$ cat config.mk
export PLATFORM = sky130hd
export DESIGN_NAME = vip_raw_pattern_gen
export DESIGN_NICKNAME = d
export VERILOG_FILES = /design/src/rtl/vip_pattern_pkg.sv /design/src/rtl/vip_timing_counter.sv /design/src/rtl/vip_raw_pattern_gen.sv
export SDC_FILE = /design/constraint.sdc
export NUM_CORES = 1
export LEC_CHECK = 0
export CAP_MARGIN = 0
export CORE_MARGIN = 5
export CORE_UTILIZATION = 55
export CTS_CLUSTER_DIAMETER = 40
export DETAILED_ROUTE_END_ITERATION = 8
export DONT_BUFFER_PORTS = 1
export GPL_ROUTABILITY_DRIVEN = 0
export PLACE_DENSITY = 0.71
export SKIP_CTS_REPAIR_TIMING = 1
export SYNTH_ARGS = -nofsm -noshare
export SYNTH_HDL_FRONTEND = slang
export SYNTH_SLANG_ARGS = --single-unit
export TNS_END_PERCENT = 10
$ cat constraint.sdc
create_clock -name clk -period 4 [get_ports clk]
set_clock_uncertainty 0.2 [all_clocks]
set_input_delay 0.6 -clock clk [delete_from_list [all_inputs] [get_ports clk]]
set_output_delay 0.6 -clock clk [all_outputs]
set_load 0.005 [all_outputs]
$ cat src/rtl/vip_pattern_pkg.sv
// vip_pattern_pkg: shared pattern/colour enums and Bayer constant levels
package vip_pattern_pkg;
  typedef enum logic [1:0] {BAYER_CONST, H_RAMP, V_RAMP, COLOR_BARS} pattern_e;
  typedef enum logic [1:0] {B, GB, GR, R} bayer_e;
  localparam int VAL_B = 100;
  localparam int VAL_G = 150;
  localparam int VAL_R = 200;
endpackage

$ cat src/rtl/vip_timing_counter.sv
// vip_timing_counter: run/idle FSM, h/v raster counters and sync/active decode
module vip_timing_counter #(
  parameter int IMG_HDISP = 640,
  parameter int IMG_VDISP = 480,
  parameter int H_SYNC    = 2,
  parameter int H_BACK    = 2,
  parameter int H_FRONT   = 2,
  parameter int V_SYNC    = 1,
  parameter int V_BACK    = 1,
  parameter int V_FRONT   = 1,
  localparam int H_TOTAL  = H_SYNC + H_BACK + IMG_HDISP + H_FRONT,
  localparam int V_TOTAL  = V_SYNC + V_BACK + IMG_VDISP + V_FRONT,
  localparam int XW       = $clog2(H_TOTAL),
  localparam int YW       = $clog2(V_TOTAL)
) (
  input  logic          clk,
  input  logic          rst,
  input  logic          enable_i,
  output logic [XW-1:0] x_o,
  output logic [YW-1:0] y_o,
  output logic          active_o,
  output logic          frame_first_o,
  output logic          frame_last_o,
  output logic          vsync_o,
  output logic          hsync_o
);
  typedef enum logic {IDLE, RUN} state_e;
  state_e state_q, state_d;
  logic [XW-1:0] h_q, h_d;
  logic [YW-1:0] v_q, v_d;
  logic stop_q, stop_d;
  logic run, h_last, v_last;
  assign run    = state_q == RUN;
  assign h_last = h_q == XW'(H_TOTAL - 1);
  assign v_last = v_q == YW'(V_TOTAL - 1);
  // x/y wrap to large values in blanking, so a single upper-bound compare finds the active window
  assign x_o           = h_q - XW'(H_SYNC + H_BACK);
  assign y_o           = v_q - YW'(V_SYNC + V_BACK);
  assign active_o      = run && x_o < XW'(IMG_HDISP) && y_o < YW'(IMG_VDISP);
  assign frame_first_o = run && h_q == '0 && v_q == '0;
  assign frame_last_o  = run && h_last && v_last;
  assign vsync_o       = !(run && v_q < YW'(V_SYNC));
  assign hsync_o       = !(run && h_q < XW'(H_SYNC));
  // next state: idle holds counters at origin; run always finishes the frame before honouring a stop
  always_comb begin
    state_d = state_q;
    stop_d  = 1'b0;
    h_d     = '0;
    v_d     = '0;
    if (!run) begin
      state_d = enable_i ? RUN : IDLE;
    end else begin
      stop_d  = !enable_i;
      h_d     = h_last ? '0 : h_q + 1'b1;
      v_d     = h_last ? (v_last ? '0 : v_q + 1'b1) : v_q;
      state_d = (frame_last_o && stop_q) ? IDLE : RUN;
    end
  end
  // state and counter registers
  always_ff @(posedge clk or posedge rst) begin
    if (rst) begin
      state_q <= IDLE;
      stop_q  <= 1'b0;
      h_q     <= '0;
      v_q     <= '0;
    end else begin
      state_q <= state_d;
      stop_q  <= stop_d;
      h_q     <= h_d;
      v_q     <= v_d;
    end
  end
endmodule

$ cat src/rtl/vip_raw_pattern_gen.sv
// vip_raw_pattern_gen: parametrised sensor timing and RAW Bayer test pattern source
module vip_raw_pattern_gen
  import vip_pattern_pkg::*;
#(
  parameter int DATA_W    = 8,
  parameter int IMG_HDISP = 640,
  parameter int IMG_VDISP = 480,
  parameter int H_SYNC    = 2,
  parameter int H_BACK    = 2,
  parameter int H_FRONT   = 2,
  parameter int V_SYNC    = 1,
  parameter int V_BACK    = 1,
  parameter int V_FRONT   = 1
) (
  input  logic              clk,
  input  logic              rst,
  input  logic              enable,
  input  logic [1:0]        mirror,
  input  logic [1:0]        pattern_mode,
  output logic              per_frame_vsync,
  output logic              per_frame_hsync,
  output logic              per_frame_href,
  output logic [DATA_W-1:0] per_img_RAW,
  output logic [15:0]       frame_cnt,
  output logic              frame_done
);
  localparam int XW = $clog2(H_SYNC + H_BACK + IMG_HDISP + H_FRONT);
  localparam int YW = $clog2(V_SYNC + V_BACK + IMG_VDISP + V_FRONT);
  logic [XW-1:0] x;
  logic [YW-1:0] y;
  logic active, frame_first, frame_last, vsync, hsync;
  logic [1:0] mirror_q;
  pattern_e mode_q;
  logic vsync_q, hsync_q, href_q, done_q;
  logic [DATA_W-1:0] raw_q, const_v, pix;
  logic [15:0] fcnt_q;
  bayer_e col;
  logic [2:0] bar;
  logic bar_on;
  vip_timing_counter #(
    .IMG_HDISP(IMG_HDISP), .IMG_VDISP(IMG_VDISP),
    .H_SYNC(H_SYNC), .H_BACK(H_BACK), .H_FRONT(H_FRONT),
    .V_SYNC(V_SYNC), .V_BACK(V_BACK), .V_FRONT(V_FRONT)
  ) u_timing (
    .clk(clk), .rst(rst), .enable_i(enable),
    .x_o(x), .y_o(y), .active_o(active),
    .frame_first_o(frame_first), .frame_last_o(frame_last),
    .vsync_o(vsync), .hsync_o(hsync)
  );
  assign col     = bayer_e'({y[0] ^ mirror_q[1], x[0] ^ mirror_q[0]});
  assign bar     = 3'(x / XW'(IMG_HDISP / 8));
  assign bar_on  = col == R ? bar[2] : col == B ? bar[0] : bar[1];
  assign const_v = col == B ? DATA_W'(VAL_B << (DATA_W - 8)) :
                   col == R ? DATA_W'(VAL_R << (DATA_W - 8)) : DATA_W'(VAL_G << (DATA_W - 8));
  assign pix     = mode_q == BAYER_CONST ? const_v :
                   mode_q == H_RAMP      ? DATA_W'(32'(x) + 32'(fcnt_q)) :
                   mode_q == V_RAMP      ? DATA_W'(32'(y)) : {DATA_W{bar_on}};
  assign per_frame_vsync = vsync_q;
  assign per_frame_hsync = hsync_q;
  assign per_frame_href  = href_q;
  assign per_img_RAW     = raw_q;
  assign frame_cnt       = fcnt_q;
  assign frame_done      = done_q;
  // frame-origin latch of pattern controls and registered video outputs
  always_ff @(posedge clk or posedge rst) begin
    if (rst) begin
      mirror_q <= '0;
      mode_q   <= BAYER_CONST;
      vsync_q  <= 1'b1;
      hsync_q  <= 1'b1;
      href_q   <= 1'b0;
      raw_q    <= '0;
      done_q   <= 1'b0;
      fcnt_q   <= '0;
    end else begin
      mirror_q <= frame_first ? mirror : mirror_q;
      mode_q   <= frame_first ? pattern_e'(pattern_mode) : mode_q;
      vsync_q  <= vsync;
      hsync_q  <= hsync;
      href_q   <= active;
      raw_q    <= active ? pix : '0;
      done_q   <= frame_last;
      fcnt_q   <= fcnt_q + 16'(frame_last);
    end
  end
endmodule
Word-level counts from Yosys, hierarchy flattened
Index checks and enable logic that the tools add are counted.

storage, ports and cells
  bits in registers = 53
  latch bits = 0
  memory bits (writable) = 0
  bits in read-only memories = 0
  input bits = 7
  memories = 0

operators by class
  add/subtract/negate cells = 6
  multiply operators = 0
  div/mod/pow operators = 1
  $lt $le $gt $ge = 4
  eq/ne operators = 6
  shifts and indexed selects = 0
  mux-type cells = 17
  bitwise logic cells = 2
  reductions and logical operators = 16

operators with widths
  cell                   count
  $mux 8                 5
  $mux 9                 3
  $mux 10                2
  $add 16x1->16          1
  $add 10x1->10 const B  1
  $div 10x7->10 const B  1
  $eq 10x10->1 const B   1
  $logic_not 10->1       1
  $lt 10x10->1 const B   1
  $lt 10x2->1 const B    1
  $sub 10x3->10 const B  1
  $add 9x1->9 const B    1
  $eq 9x9->1 const B     1
  $logic_and 1x1->1      9
  $logic_not 9->1        1
  $lt 9x1->1 const B     1
  $lt 9x9->1 const B     1
  $sub 9x2->9 const B    1
  $add 8x8->8            1
  $mux 7                 1
  $mux 1                 6
  $eq 2x2->1 const B     2
  $logic_not 2->1        2
  $logic_not 1->1        3
  other kinds (3)        4

Longest topological paths before layout
Gate-level depths: netlist of the first run.

  depth in word-level cells = 9
  depth in mapped cells = 13

Modules after synthesis
A second synthesis of the first run with hierarchy kept.

unflattened totals
  cell total of the unflattened synthesis = 377
  area total of the unflattened synthesis = 3,530.9 um2

by module, submodules not included
  module               instances  cells each  area an instance (um2)  seq. area each (um2)
  vip_raw_pattern_gen  1          191         1,946.9                 803.3
  vip_timing_counter   1          186         1,584.0                 525.5

Least setup slack after synthesis of the first run
No wires, ideal clock.

  kind = reg-to-reg
  start point = register u_timing.h_q[2]
  end point = register raw_q[1], in the netlist per_img_RAW[1]
  library setup time = 0.120 ns
  arrival = 2.895 ns
  required time = 3.680 ns
  slack = 0.785 ns
  cell stages (with the launch flop) = 14
  buffers on the path = 1
  period minus slack after synthesis = 3.215 ns
  cell sequence = dfrtp_1 > clkbuf_1 > inv_1 > ha_1 > or3b_4 > xor2_2 > inv_2 > o211ai_1 > o211a_1 > mux2_2 > a211oi_2 > a211oi_2 > o21a_1 > and3_1

on the way
  longest elaborated chain between the ends = 8
  elaborated cells between the ends (all ways) = 11

RTL lines
  element                   RTL line                   text
  start: declaration        vip_timing_counter.sv:29   logic [XW-1:0] h_q, h_d;
  start signal: assignment  vip_timing_counter.sv:64   h_q <= '0;
  start signal: assignment  vip_timing_counter.sv:69   h_q <= h_d;
  $sub 10x3->10 *           vip_timing_counter.sv:37   assign x_o = h_q - XW'(H_SYNC + H_BACK);
  $div 10x7->10             vip_raw_pattern_gen.sv:51  assign bar = 3'(x / XW'(IMG_HDISP / 8));
  $mux 1 (2 in series)      vip_raw_pattern_gen.sv:52  assign bar_on = col == R ? bar[2] : col == B ? bar[0] : bar[1];
  $mux 8                    vip_raw_pattern_gen.sv:57  mode_q == V_RAMP ? DATA_W'(32'(y)) : {DATA_W{bar_on}};
  $mux 8                    vip_raw_pattern_gen.sv:56  mode_q == H_RAMP ? DATA_W'(32'(x) + 32'(fcnt_q)) :
  $mux 8                    vip_raw_pattern_gen.sv:55  assign pix = mode_q == BAYER_CONST ? const_v :
  $mux 8 *                  vip_raw_pattern_gen.sv:81  raw_q <= active ? pix : '0;
  end signal: assignment    vip_raw_pattern_gen.sv:81
  end: declaration          vip_raw_pattern_gen.sv:35  logic [DATA_W-1:0] raw_q, const_v, pix;

Every way passes the cells marked *; elsewhere a longest branch is shown, timed or not.
A chain may end at the register's enable or synchronous reset.

Worst setup path after layout of the first run
  start point = register u_timing.h_q[3]
  end point = register raw_q[1], in the netlist per_img_RAW[1]

Same word-level chain as after synthesis.

==> results of run 1 <==
==> how the worst min path moves through the flow <==
stage | start | endpoint | slack, ns | depth (start not counted)
after floorplan | u_timing.stop_q$_DFF_PP0_ | u_timing.run$_DFF_PP0_ | 0.19 | 1
after global placement | u_timing.stop_q$_DFF_PP0_ | u_timing.run$_DFF_PP0_ | 0.20 | 1
after detailed placement | u_timing.stop_q$_DFF_PP0_ | u_timing.run$_DFF_PP0_ | 0.21 | 1
after CTS | enable | u_timing.stop_q$_DFF_PP0_ | 0.11 | 1
after global routing | enable | u_timing.stop_q$_DFF_PP0_ | 0.11 | 1
final | enable | u_timing.stop_q$_DFF_PP0_ | 0.12 | 1
==> registers in the layout (all words and copies together), names as in the netlist <==
register	count
frame_done	1
per_frame_hsync	1
u_timing.v_q	9
per_img_RAW	8
per_frame_vsync	1
mode_q	2
per_frame_href	1
mirror_q	2
u_timing.h_q	10
u_timing.stop_q	1
frame_cnt	16
u_timing.run	1
==> routing by layer <==
layer	wire (um)	global-route usage, %	up-vias
met3	399	4.380	10
met5	0	0	-
met1	3493	25.33	1323
met2	3528	30.65	75
met4	158	6.724	0
li1	-	-	1355
==> metrics by stage <==
step / util, % / cell area [um2] / worst slack (ns) / cells / hold WS (ns)
finish: 58.66 / 3746 / 0.2810 / 462 / 0.1186
global route: 58.66 / 3746 / 0.07759 / 462 / 0.1122
CTS: 58.62 / 3744 / 0.2038 / 462 / 0.1097
detailed placement: 57.01 / 3641 / 0.2258 / 454 / 0.2064
global placement: 57.01 / 3641 / 0.4265 / 454 / 0.1995
floorplan: - / 3623 / 0.7851 / 394 / 0.1934
==> area by class of cell <==
| cell class | instances | area, um2 |
|---|---|---|
| inverters | 20 | 75.07 |
| clock buffers | 5 | 68.82 |
| flip-flops and latches | 53 | 1329 |
| multi-input cells | 300 | 2113 |
| fillers | 582 | 2640 |
| repair buffers | 4 | 30.03 |
| well taps | 77 | 96.34 |
| clock inverters | 3 | 33.78 |
==> synthesized netlist by cell type (5+ instances only) <==
cell	n	area share (%)
a21oi_1	10	1.4
and2_1	5	0.86
and3_1	10	1.7
clkbuf_1	12	1.2
dfrtp_1	51	35
ha_1	26	9.0
inv_1	19	2.0
mux2_2	6	1.9
nand2_1	30	3.1
nand2b_1	7	1.2
nand3_1	17	2.3
nand4_1	7	1.2
nor2_1	31	3.2
nor3_1	9	1.2
o21ai_0	24	3.3
o31ai_1	5	1.0
xnor2_1	27	6.5
xor2_1	17	4.1
==> where the power goes <==
group	switching, W	total, W	leakage, nW	internal, W
Clock	0.000202	0.000333	0.0511	0.000131
Combinational	0.000511	0.000874	0.997	0.000364
Sequential	0.000129	0.000723	0.704	0.000594
==> cells by family (layout without fill, tap and decap cells) <==
kind of cell	after synthesis	count (layout)	share of synthesized area, %
compound gates	79	79	15.02
buf+inv	41	32	5.076
flops	53	53	36.67
mux	7	7	2.141
fa+ha+maj	27	27	9.530
xor+xnor	45	45	11.08
simple gates	142	142	20.48
==> layout by cell type (no fill, tap or decap), types with 4 or more instances in the layout <==
| cell | netlist | routed |
|---|---|---|
| nand4_1 | 7 | 7 |
| o31ai_1 | 5 | 5 |
| clkbuf_8 | 0 | 5 |
| nand2_1 | 30 | 30 |
| nand3_1 | 17 | 17 |
| o211ai_1 | 4 | 4 |
| o21ai_0 | 24 | 24 |
| and2_1 | 5 | 5 |
| mux2_2 | 6 | 6 |
| ha_1 | 26 | 25 |
| inv_1 | 19 | 18 |
| and3_1 | 10 | 10 |
| buf_4 | 2 | 4 |
| a21o_1 | 4 | 4 |
| a21oi_1 | 10 | 10 |
| xor2_1 | 17 | 17 |
| dfrtp_1 | 51 | 51 |
| nor2_1 | 31 | 31 |
| nor3_1 | 9 | 9 |
| nor2b_1 | 4 | 4 |
| nand2b_1 | 7 | 7 |
| xnor2_1 | 27 | 27 |
| nor4_1 | 4 | 4 |
==> metrics.md, run 1 <==
| Metric | Value |
|---|---|
| CP Cell Sequence | `inv_1, ha_2, or3b_4, xor2_2, inv_2, o211ai_1, a211oi_1, a2bb2oi_1, a2111oi_1, a211oi_2, o21a_1, and3_1` |
| Syn Inst Count | `394` |
| Largest net degree at the start of global routing | `54` |
| Crit path to | `per_img_RAW[1]$_DFF_PP0_` |
| Clock Sinks | `53` |
| R2R Path End | `per_img_RAW[1]$_DFF_PP0_` |
| Startpoint types | `register` |
| Row count | `29` |
| Final wirelength | `7580 um` |
| Via density | `5.981` |
| Post-route ant nets | `0` |
| Critical path capture point type | `register` |
| Die Footprint | `8311 um2` |
| Worst setup path start | `u_timing.h_q[3]$_DFF_PP0_` |
| Status | `finished, final reports clean` |
| Antenna cells | `0` |
| Syn Nets | `428` |
| Max Cap Violations | `0` |
| Sequential area share after synthesis | `36.67%` |
| RSZ-0062 raised after global routing | `no` |
| CTS tree | `yes` |
| Initial DRT Pass Iterations | `4` |
| Register bit total from synthesis | `53` |
| I/O Buffers | `0` |
| TritonCTS Buffers | `5` |
| Worst min path class | `input pin to register` |
| Remaining Overflow, GRT | `0` |
| Critical Path Stages | `12` |
| Worst R2R Path Depth | `12` |
| Period utilization | `92.97%` |
| Initial detailed-routing violation count | `156` |
| Min Tclk post-route | `3.719 ns` |
| Core area | `6386 um2` |
| Layout area overhead | `3.384%` |
| Final Hold Fails | `0` |
| CP max stage delay | `0.48 ns` |
| Power Dens Cells | `515.3 nW/um2` |
| Worst-Skew Late Latency | `0.33 ns` |
| Effective utilization at floorplan | `56.74%` |
| Post-Syn Area | `3623 um2` |
| CP Max Fanout | `12` |
| Synth cell types | `66` |
| Total Negative Setup Slacks | `0 ns` |
| Die H | `91.17 um` |
| Worst path top cell family by delay | `compound AO/OA/AOI/OAI gates` |
| Slew at the pin with the worst max-slew slack | `1.050 ns` |
| Power Total | `0.001930 W` |
| H-tree depth | `2` |
| Worst Path Buf+Inv | `2` |
| Ys async rst share | `100.0%` |
| DRC viols | `0` |
| Top_reg_cell synth | `dfrtp_1` |
| Initial antenna violation count | `0` |
| EDFF count, synth | `0` |
| First-pass GRT wire length | `12990 um` |
| Slew headroom | `29.92%` |
| Layout Nets | `418` |
| IR drop worst, VDD | `0.2810 mV` |
| Slew Limit Fails | `0` |
| Gr usage total | `19.10%` |
| Static Leak | `1.752 nW` |
| Worst r2r src | `u_timing.h_q[3]$_DFF_PP0_` |
| Critical Path RT | `4.02 ns` |
| CP arrival | `3.74 ns` |
| Via count | `2763` |
| Crit path kind | `register to register` |
| Clock Path Buffers | `2` |
| Vias in the first global route | `2676` |
| Drt wl/cell | `16.41 um` |
| Final setup fails | `0` |
| R2r setup slk | `0.28 ns` |
| Ports | `35` |
| Yosys warning count | `0` |
| CP max stage cell | `a2111oi_1` |
| Die Wd | `91.17 um` |
| Max Clk Rate | `268.9 MHz` |
| CTS Root Cell | `clkbuf_8` |
| Share of cells above drive strength 1 | `10.65%` |
| Post-DP HPWL | `5741 um` |
| Clock slew at reported path FFs | `0.11 ns` |
| Avg Cell Area, Syn | `9.197 um2` |
No activity file was read; power rests on OpenSTA's default activity.
==> run 2, diff against run 1 <==
--- a/config.mk
+++ b/config.mk
@@ -5,14 +5,14 @@
 export SDC_FILE = /design/constraint.sdc
 export NUM_CORES = 1
 export LEC_CHECK = 0
-export CAP_MARGIN = 0
+export CAP_MARGIN = 20
 export CORE_MARGIN = 5
 export CORE_UTILIZATION = 55
 export CTS_CLUSTER_DIAMETER = 40
 export DETAILED_ROUTE_END_ITERATION = 8
 export DONT_BUFFER_PORTS = 1
 export GPL_ROUTABILITY_DRIVEN = 0
-export PLACE_DENSITY = 0.71
+export PLACE_DENSITY = 0.69
 export SKIP_CTS_REPAIR_TIMING = 1
 export SYNTH_ARGS = -nofsm -noshare
 export SYNTH_HDL_FRONTEND = slang
==> metrics.md, run 2 (synthesis results as in run 1) <==
| Metric | Value |
|---|---|
| Status | `finished, violations left` |
| Failing checks | `hold timing` |
| Slew Limit Fails | `0` |
| Post-Place Cell Area | `3656 um2` |
| Critical Path RT | `4.03 ns` |
| Most frequent cells in the layout | `51 x dfrtp_1, 31 x nor2_1, 30 x nand2_1, 27 x xnor2_1, 25 x ha_1` |
| Clock Sinks | `53` |
| CP Max Fanout | `12` |
| Post-DP HPWL | `5978 um` |
| Static Leak | `1.756 nW` |
| Antenna cells | `0` |
| Min Tclk post-route | `3.695 ns` |
| CTS Root Cell | `clkbuf_8` |
| Most common cell after layout, fill and taps aside | `dfrtp_1` |
| Clk network pwr share | `15.9%` |
| R2R Path End | `per_img_RAW[2]$_DFF_PP0_` |
| Max FFs per register | `16` |
| Worst-Skew Late Latency | `0.31 ns` |
| Total Negative Setup Slacks | `0 ns` |
| Power Dens Cells | `507.0 nW/um2` |
| Seq pwr share | `37.4%` |
| Gr usage total | `19.35%` |
| Worst Path Buf+Inv | `2` |
| IR drop worst, VDD | `0.3313 mV` |
| Drt wl/cell | `16.61 um` |
| Max Cap Violations | `0` |
| DRC viols | `0` |
| CP arrival | `3.72 ns` |
| Sw Ratio | `42.68%` |
| Util after Layout | `58.64%` |
| Clock slew at reported path FFs | `0.10 ns` |
| CP max stage cell | `dfrtp_1` |
| Clock Path Buffers | `2` |
| Crit path kind | `register to register` |
| CP max stage delay | `0.46 ns` |
| Final setup fails | `0` |
| Die Wd | `91.17 um` |
| Initial detailed-routing violation count | `165` |
| CP Cell Sequence | `inv_1, ha_2, or3b_4, xor2_2, inv_2, o211ai_1, a211oi_1, a2bb2oi_1, and4_4, a211oi_2, nand2_2, o211ai_1` |
| Worst r2r src | `u_timing.h_q[3]$_DFF_PP0_` |
| Slew at the pin with the worst max-slew slack | `0.5656 ns` |
| Effective utilization at floorplan | `56.74%` |
| Row count | `29` |
| I/O Buffers | `0` |
| Via density | `5.959` |
| Max Clk Rate | `270.7 MHz` |
| Ports | `35` |
| Via count | `2765` |
| Combinational power share | `46.7%` |
| Critical path capture point type | `register` |
| Remaining Overflow, GRT | `0` |
| Post-route ant nets | `0` |
| Worst path top cell family by delay | `compound AO/OA/AOI/OAI gates` |
| Final hold slack | `-0.02952 ns` |
| Fin area | `3745 um2` |
| Layout Nets | `420` |
| CTS tree | `yes` |
| H-tree depth | `2` |
| Worst R2R Path Depth | `12` |
| Period utilization | `92.37%` |
| P_sw | `0.0008104 W` |
| Die Footprint | `8311 um2` |
| TritonCTS Buffers | `5` |
| RSZ-0062 raised after global routing | `no` |
| Vias in the first global route | `2688` |
| Share of cells above drive strength 1 | `10.85%` |
| First-pass GRT wire length | `13230 um` |
| Slew headroom | `61.89%` |
| Worst min path class | `input pin to asynchronous set/reset pin` |
| Most used cell, CP | `o211ai_1` |
| Int Power | `0.001088 W` |
| R2r setup slk | `0.31 ns` |
| Initial DRT Pass Iterations | `4` |
| Final wirelength | `7707 um` |
| Startpoint types | `register` |
| Initial antenna violation count | `0` |
| Layout area overhead | `3.349%` |
| Die H | `91.17 um` |
| Core area | `6386 um2` |
| Largest net degree at the start of global routing | `31` |
| Final Hold Fails | `22` |
run 2: cell count changes in the layout (fill, tap and decap cells not counted), sizes merged:
| cell | change |
|---|---|
| clkinv | -2 |
| buf | +2 |
| clkbuf | +1 |
| inv | +1 |
run 2: power groups by stage:
stage | registers, W | logic [W] | clock network (W)
after floorplan | 0.000646 | 0.000780 | 0
after CTS | 0.000708 | 0.000879 | 0.000312
after global placement | 0.000718 | 0.000862 | 0
after detailed placement | 0.000720 | 0.000873 | 0
after global routing | 0.000728 | 0.000995 | 0.000340
final | 0.000710 | 0.000886 | 0.000302
run 2: stage by stage:
step                      worst slack [ns]  total power, W  hold WS (ns)  cells
after floorplan                     0.7851        0.001427        0.1934    394
final                               0.3053        0.001899      -0.02952    464
after CTS                           0.2107        0.001900      -0.01611    464
after detailed placement            0.2385        0.001593        0.2089    456
after global routing               0.08492        0.002063     0.0007153    464
after global placement              0.4177        0.001580        0.2023    456
run 2: layer usage:
metal	global-route usage [%]	routed length, um	vias up
met3	3.140	503	15
met1	26.10	3388	1309
met5	0	0	-
met4	8.680	184	0
met2	30.59	3630	88
li1	-	-	1353
run 2: final cells by class:
cell class | count | area (um2)
multi-input cells | 300 | 2113
repair buffers | 6 | 45.04
fillers | 566 | 2641
clock buffers | 6 | 72.57
well taps | 77 | 96.34
flip-flops and latches | 53 | 1329
clock inverters | 2 | 13.76
inverters | 20 | 75.07
run 2: how the worst max path moves through the flow:
stage	from	to	cells past startpoint
floorplan	u_timing.h_q[2]$_DFF_PP0_	per_img_RAW[1]$_DFF_PP0_	13
global placement	u_timing.h_q[3]$_DFF_PP0_	per_img_RAW[2]$_DFF_PP0_	12
detailed placement	u_timing.h_q[3]$_DFF_PP0_	per_img_RAW[2]$_DFF_PP0_	12
CTS	u_timing.h_q[3]$_DFF_PP0_	per_img_RAW[2]$_DFF_PP0_	12
global route	u_timing.h_q[3]$_DFF_PP0_	per_img_RAW[2]$_DFF_PP0_	12
finish	u_timing.h_q[3]$_DFF_PP0_	per_img_RAW[2]$_DFF_PP0_	12
run 2: worst register-to-register path: stages (launching register included):
cell	delay [ns]
dfrtp_1	0.46
inv_1	0.18
ha_2	0.34
or3b_4	0.44
xor2_2	0.28
inv_2	0.10
o211ai_1	0.31
a211oi_1	0.13
a2bb2oi_1	0.18
and4_4	0.18
a211oi_2	0.44
nand2_2	0.16
o211ai_1	0.22
